**src/rtl/clk_div_bank.sv**
```systemverilog
// Bank of independent, runtime-programmable clock dividers.
// Each channel emits a divided clk_out waveform (high for ceil(N/2) cycles,
// low for the rest) and a one-cycle tick on every rising edge of clk_out.
// A new divisor is held as pending and only applied at a period boundary,
// so a running waveform never produces a runt pulse. Disabling a channel
// lets the current period finish. A one-cycle sync pulse restarts every
// enabled channel in phase.
//
// Timing of the inputs:
// - ch_en and sync are sampled at clock edge k.
// - The resulting boundary happens at edge k+1.
// - At a boundary, clk_out and tick go high in the cycle after the edge.
// - The registered copies en_q and sync_q hold "what was sampled at edge k".
//
// Handshake: there is none. cfg_we is a plain strobe that is accepted
// unconditionally on every edge it is high. Writes addressed to
// channel >= N_CH are dropped.
module clk_div_bank #(
  parameter int N_CH    = 2,
  parameter int DIV_W   = 16,
  parameter int DEF_DIV = 100,
  parameter int CH_W    = 1
) (
  input  logic                 clk,
  input  logic                 reset,
  input  logic [N_CH-1:0]      ch_en,
  input  logic                 sync,
  input  logic                 cfg_we,
  input  logic [CH_W-1:0]      cfg_ch,
  input  logic [DIV_W-1:0]     cfg_div,
  output logic [N_CH-1:0]      clk_out,
  output logic [N_CH-1:0]      tick,
  output logic [N_CH-1:0]      pending,
  output logic [N_CH-1:0]      running,
  output logic [2*N_CH-1:0]    state_dbg
);

  localparam logic [1:0] ST_IDLE = 2'd0;
  localparam logic [1:0] ST_HIGH = 2'd1;
  localparam logic [1:0] ST_LOW  = 2'd2;

  localparam logic [DIV_W-1:0] DEF_DIV_V = DIV_W'(DEF_DIV);
  localparam logic [DIV_W-1:0] MIN_DIV   = DIV_W'(2);

  // Per-channel registered state.
  logic [1:0]       state_q [N_CH];
  logic [DIV_W-1:0] cnt_q   [N_CH];
  logic [DIV_W-1:0] div_q   [N_CH];
  logic [DIV_W-1:0] pdiv_q  [N_CH];
  logic [N_CH-1:0]  en_q;
  logic             sync_q;

  // Next-state values.
  logic [1:0]       state_d [N_CH];
  logic [DIV_W-1:0] cnt_d   [N_CH];
  logic [DIV_W-1:0] div_d   [N_CH];
  logic [DIV_W-1:0] pdiv_d  [N_CH];
  logic [N_CH-1:0]  clk_d;
  logic [N_CH-1:0]  tick_d;
  logic [N_CH-1:0]  pend_d;
  logic [N_CH-1:0]  run_d;

  // Divisors below 2 cannot form a high and a low phase, so clamp them.
  logic [DIV_W-1:0] wr_div;
  assign wr_div = (cfg_div < MIN_DIV) ? MIN_DIV : cfg_div;

  // Expose every channel's FSM state as a flat debug vector.
  always_comb begin
    state_dbg = '0;
    for (int i = 0; i < N_CH; i++) begin
      state_dbg[2*i +: 2] = state_q[i];
    end
  end

  // Per-channel next state.
  // A boundary is taken in three cases:
  // - an idle channel was enabled at the previous edge;
  // - sync and enable were both sampled at the previous edge;
  // - the low phase ends while the channel is still enabled.
  always_comb begin
    logic             wr_hit;
    logic             last;
    logic             bnd;
    logic [DIV_W:0]   cnt_inc;
    logic [DIV_W:0]   half;
    wr_hit  = 1'b0;
    last    = 1'b0;
    bnd     = 1'b0;
    cnt_inc = '0;
    half    = '0;
    clk_d   = '0;
    tick_d  = '0;
    pend_d  = pending;
    run_d   = '0;
    for (int i = 0; i < N_CH; i++) begin
      state_d[i] = state_q[i];
      cnt_d[i]   = cnt_q[i];
      div_d[i]   = div_q[i];
      pdiv_d[i]  = pdiv_q[i];

      wr_hit  = cfg_we && (int'(cfg_ch) == i);
      last    = (state_q[i] == ST_LOW) && (cnt_q[i] == div_q[i] - DIV_W'(1));
      bnd     = (en_q[i] && ((state_q[i] == ST_IDLE) || sync_q)) ||
                (last && ch_en[i]);
      cnt_inc = {1'b0, cnt_q[i]} + (DIV_W+1)'(1);
      half    = ({1'b0, div_q[i]} + (DIV_W+1)'(1)) >> 1;

      if (bnd) begin
        // The pending value applied here was written at an earlier edge.
        // A write on this very edge is queued for the following period.
        if (pending[i]) begin
          div_d[i] = pdiv_q[i];
        end
        state_d[i] = ST_HIGH;
        cnt_d[i]   = '0;
        pend_d[i]  = wr_hit;
        if (wr_hit) begin
          pdiv_d[i] = wr_div;
        end
      end else begin
        if (last) begin
          // The enable has gone; finish quietly, without a tick.
          state_d[i] = ST_IDLE;
          cnt_d[i]   = '0;
        end else if (state_q[i] != ST_IDLE) begin
          cnt_d[i] = cnt_q[i] + DIV_W'(1);
          if ((state_q[i] == ST_HIGH) && (cnt_inc == half)) begin
            state_d[i] = ST_LOW;
          end
        end
        if (wr_hit) begin
          pend_d[i] = 1'b1;
          pdiv_d[i] = wr_div;
        end
      end

      tick_d[i] = bnd;
      clk_d[i]  = (state_d[i] == ST_HIGH);
      run_d[i]  = (state_d[i] != ST_IDLE);
    end
  end

  // State and output registers. Reset aborts any period in progress.
  always_ff @(posedge clk or negedge reset) begin
    if (!reset) begin
      for (int i = 0; i < N_CH; i++) begin
        state_q[i] <= ST_IDLE;
        cnt_q[i]   <= '0;
        div_q[i]   <= DEF_DIV_V;
        pdiv_q[i]  <= DEF_DIV_V;
      end
      en_q    <= '0;
      sync_q  <= 1'b0;
      clk_out <= '0;
      tick    <= '0;
      pending <= '0;
      running <= '0;
    end else begin
      for (int i = 0; i < N_CH; i++) begin
        state_q[i] <= state_d[i];
        cnt_q[i]   <= cnt_d[i];
        div_q[i]   <= div_d[i];
        pdiv_q[i]  <= pdiv_d[i];
      end
      en_q    <= ch_en;
      sync_q  <= sync;
      clk_out <= clk_d;
      tick    <= tick_d;
      pending <= pend_d;
      running <= run_d;
    end
  end

endmodule
```
**config.mk**
```make
export PLATFORM = sky130hd
export DESIGN_NAME = clk_div_bank
export DESIGN_NICKNAME = d
export VERILOG_FILES = /design/src/rtl/clk_div_bank.sv
export SDC_FILE = /design/constraint.sdc
export NUM_CORES = 1
export LEC_CHECK = 0
export BUFFER_PORTS_ARGS = -buffer_cell sky130_fd_sc_hd__buf_2
export CAP_MARGIN = 10
export CORE_UTILIZATION = 59
export DETAILED_ROUTE_END_ITERATION = 10
export MAX_ROUTING_LAYER = met4
export PLACE_DENSITY = 0.85
export SLEW_MARGIN = 0
export SYNTH_ARGS = -nofsm -noshare
export SYNTH_HDL_FRONTEND = slang
export SYNTH_SLANG_ARGS = --single-unit
export TNS_END_PERCENT = 5
```
**constraint.sdc**
```tcl
create_clock -name clk -period 6.75 [get_ports clk]
set_input_delay 1.0125 -clock clk [delete_from_list [all_inputs] [get_ports clk]]
set_output_delay 1.0125 -clock clk [all_outputs]
set_load 0.02 [all_outputs]
```
==> impl_metrics.env <==
export IMPL_status="completed"
export IMPL_cts_resized=0
export IMPL_switching_share_pct=37.57
export IMPL_synth_fa_ha_area_share_pct=1.037
export IMPL_syn_to_final_growth_pct=5.946
export IMPL_start_kind="register"
export IMPL_setup_tns_final_ns=0
export IMPL_maxSlewHeadroom_pct=27.32
export IMPL_clock_power_share_pct=22.1
export IMPL_crit_path_end_kind="register"
export IMPL_power_density_mw_per_mm2=318.8
export IMPL_clk_pin_slew_worst_paths_ns=0.07
export IMPL_async_reset_ff_share_pct=100.0
export IMPL_worst_pin_slew_ns=1.080
export IMPL_synth_commonest_cells="dfrtp_1 (99), xnor2_1 (87), nor2_1 (58), mux2_2 (46)"
export IMPL_fmax_mhz=274.4
export IMPL_ys_seq_area_share_pct=38.58
export IMPL_power_frac_seq_pct=43.4
export IMPL_fp_dieW_um=112.8
export IMPL_drive_gt1_share_pct=17.76
export IMPL_synth_edf_count=0
export IMPL_clk_path_buf_depth=2
export IMPL_power_leakage_nw=3.070
export IMPL_gr_total_overflow=0
export IMPL_power_share_combinational_pct=34.5
export IMPL_min_delay_start="pdiv_q[24]"
export IMPL_synth_xor_area_share_pct=16.99
export IMPL_track_usage_pct=27.89
export IMPL_path_cells="inv_1 -> ha_1 -> nor4b_1 -> nand4b_1 -> xnor2_1 -> nor4_1 -> nand4_2 -> o21ai_4 -> nand2_4 -> mux2_4"
export IMPL_cp_top_family="simple AND/OR/NAND/NOR gates"
export IMPL_grt_pass1_wl_um=26910
export IMPL_worst_slack_ns=3.105
export IMPL_ys_ff_latch=111
export IMPL_pre_cts_ws_ns=3.135
export IMPL_rsz0062_at_grt="false"
export IMPL_cts_root_buf="clkbuf_16"
export IMPL_post_cts_buffers=0
export IMPL_yosys_most_used_dff="dfrtp_1"
export IMPL_vias_per_cell=6.204
export IMPL_n_antenna_cell=0
export IMPL_finalWirelength_um=16500
export IMPL_antenna_left=0
export IMPL_routedWlPerCell_um=18.41
export IMPL_p_int_mw=1.526
export IMPL_die_area_mm2=0.01271
export IMPL_slew_violations=0
export IMPL_cts_tree="yes"
export IMPL_synth_area_mm2=0.007238
export IMPL_drt_iter0_markers=447
export IMPL_syn_area_per_cell_um2=9.612
export IMPL_grt_max_degree=82
export IMPL_holdBufCountCts=0
export IMPL_cp_arrival_ns=3.88
export IMPL_clock_latency_ns=0.35
export IMPL_fin_crit_sh_pct=53.99
export IMPL_synth_compound_area_share_pct=8.055
export IMPL_die_y_um=112.8
export IMPL_drtPass1Iterations=5
export IMPL_port_buffers=34
export IMPL_num_vias=5559
export IMPL_path_buf_inv=1
export IMPL_synth_nets=782
export IMPL_critPathKind="reg2reg"
export IMPL_yosysWarnings=0
export IMPL_hold_violations=0
export IMPL_rows=40
export IMPL_r2r_start="div_q[0]"
export IMPL_syn_inst=753
export IMPL_cp_required_ns=6.99
export IMPL_irDropWorstVdd_mv=0.2005
export IMPL_nNetsFinal=773
export IMPL_cp_max_fo=16
export IMPL_period_minus_slack_ns=3.645
export IMPL_grt_pass1_vias=5436
export IMPL_max_stage_delay_ns=0.88
export IMPL_power_total_mw=2.445
export IMPL_p_switching_mw=0.9187
export IMPL_drc=0
export IMPL_core_area_mm2=0.01196
export IMPL_synth_top_cell_by_area="dfrtp_1"
export IMPL_synth_top_family_by_area="simple AND/OR/NAND/NOR gates"
export IMPL_cts_max_level=3
export IMPL_gp_congestion=0.9827
export IMPL_yosysMostFrequentCell="dfrtp_1"
export IMPL_setup_worst_path_start="div_q[0]"
export IMPL_start_util_pct=60.51
export IMPL_slowest_stage="nor4b_1"
export IMPL_cts_made_buffers=9
export IMPL_io_pins=35
export IMPL_cts_sinks=111
export IMPL_synth_top_area_share_pct=34.23
export IMPL_synth_top_cells_by_area="dfrtp_1 (34%), xnor2_1 (11%), mux2_2 (7.2%)"
export IMPL_drv_cap=0
export IMPL_synthSimpleGateAreaFrac_pct=20.16
export IMPL_hpwl_um=12230
export IMPL_synth_area_mux_share_pct=10.56
export IMPL_antenna_found_initial=0
export IMPL_ys_types=66
export IMPL_clock_skew_ns=0.01029
export IMPL_hp_class="reg2reg"
export IMPL_finalSetupViolations=0
[area by class of cell]
class,count,area [µm²]
fill,959,4293
multi-input combinational,563,4111
sequential,111,2793
clock buffer,9,225.2
timing repair buffer,36,187.7
tap,147,183.9
inverter,23,86.33
clock inverter,7,81.33
[placed cells by master (no fill, tap or decap), drive strengths merged, types with 9 or more instances in the layout]
| cell | Yosys | final |
|---|---|---|
| and3 | 9 | 9 |
| dfstp | 12 | 12 |
| nor4 | 25 | 25 |
| inv | 23 | 25 |
| xnor2 | 87 | 87 |
| nor2 | 58 | 58 |
| xor2 | 43 | 43 |
| a21oi | 18 | 18 |
| nand4 | 22 | 22 |
| nor3 | 20 | 20 |
| nand2 | 46 | 46 |
| nand3 | 45 | 45 |
| o21ai | 24 | 24 |
| mux2 | 61 | 61 |
| clkbuf | 43 | 9 |
| buf | 13 | 36 |
| dfrtp | 99 | 99 |
[per-stage QoR]
stage	instance area, µm²	hold WS [ns]	util (%)	cells
after floorplan	7238	0.4460	-	753
after global placement	7362	0.4586	61.55	880
after global routing	7669	0.5107	64.11	896
final	7669	0.4931	64.11	896
after CTS	7669	0.4975	64.11	896
after detailed placement	7362	0.4819	61.55	880
[routing by layer]
layer  track usage, %  share of wire (%)  up-vias
met4            13.07                4.2        0
met2            48.23                 52      172
met1            31.58                 41     2690
met5                -                  0        -
li1                 -                  -     2638
met3            4.767                3.6       59
[worst register-to-register path, delay by kind of cell (launching register included)]
family | cells | cell delay, ns
buffers and inverters | 1 | 0.10
AOI/OAI and AO/OA | 1 | 0.27
muxes | 1 | 0.36
adders and majority gates | 1 | 0.20
and+or+nand+nor | 5 | 1.95
xor gates and xnor gates | 1 | 0.18
DFF | 1 | 0.48
[path summary, 6_finish.rpt]
check                             to  slack [ns]  cells past startpoint
max in group asynchronous  div_q[20]        4.83                      2
hold reg to reg            div_q[24]        0.49                      1
min in group asynchronous   cnt_q[9]        0.59                      1
setup reg to reg           div_q[11]        3.11                     10
setup / recovery           div_q[11]        3.11                     10
hold / removal             div_q[24]        0.49                      1
[flip-flops by register name, summed over array words and instances (netlist names)]
register,flops
state_dbg,4
sync_q,1
div_q,32
pdiv_q,32
en_q,2
tick,2
running,2
pending,2
clk_out,2
cnt_q,32
[cells by family after synthesis]
group / after synthesis
simple gates: 273
compound gates: 85
fa+ha+maj: 6
xor+xnor: 134
mux: 65
buf+inv: 79
flops: 111
[power groups by stage]
stage	logic, mW	clock network (mW)	registers, mW
final	0.842	0.542	1.06
after global routing	0.919	0.579	1.08
after CTS	0.838	0.557	1.05
after detailed placement	0.832	0	1.06
after global placement	0.804	0	1.05
after floorplan	0.828	0	0.883
Note: power is estimated with default switching activity, not from simulation.
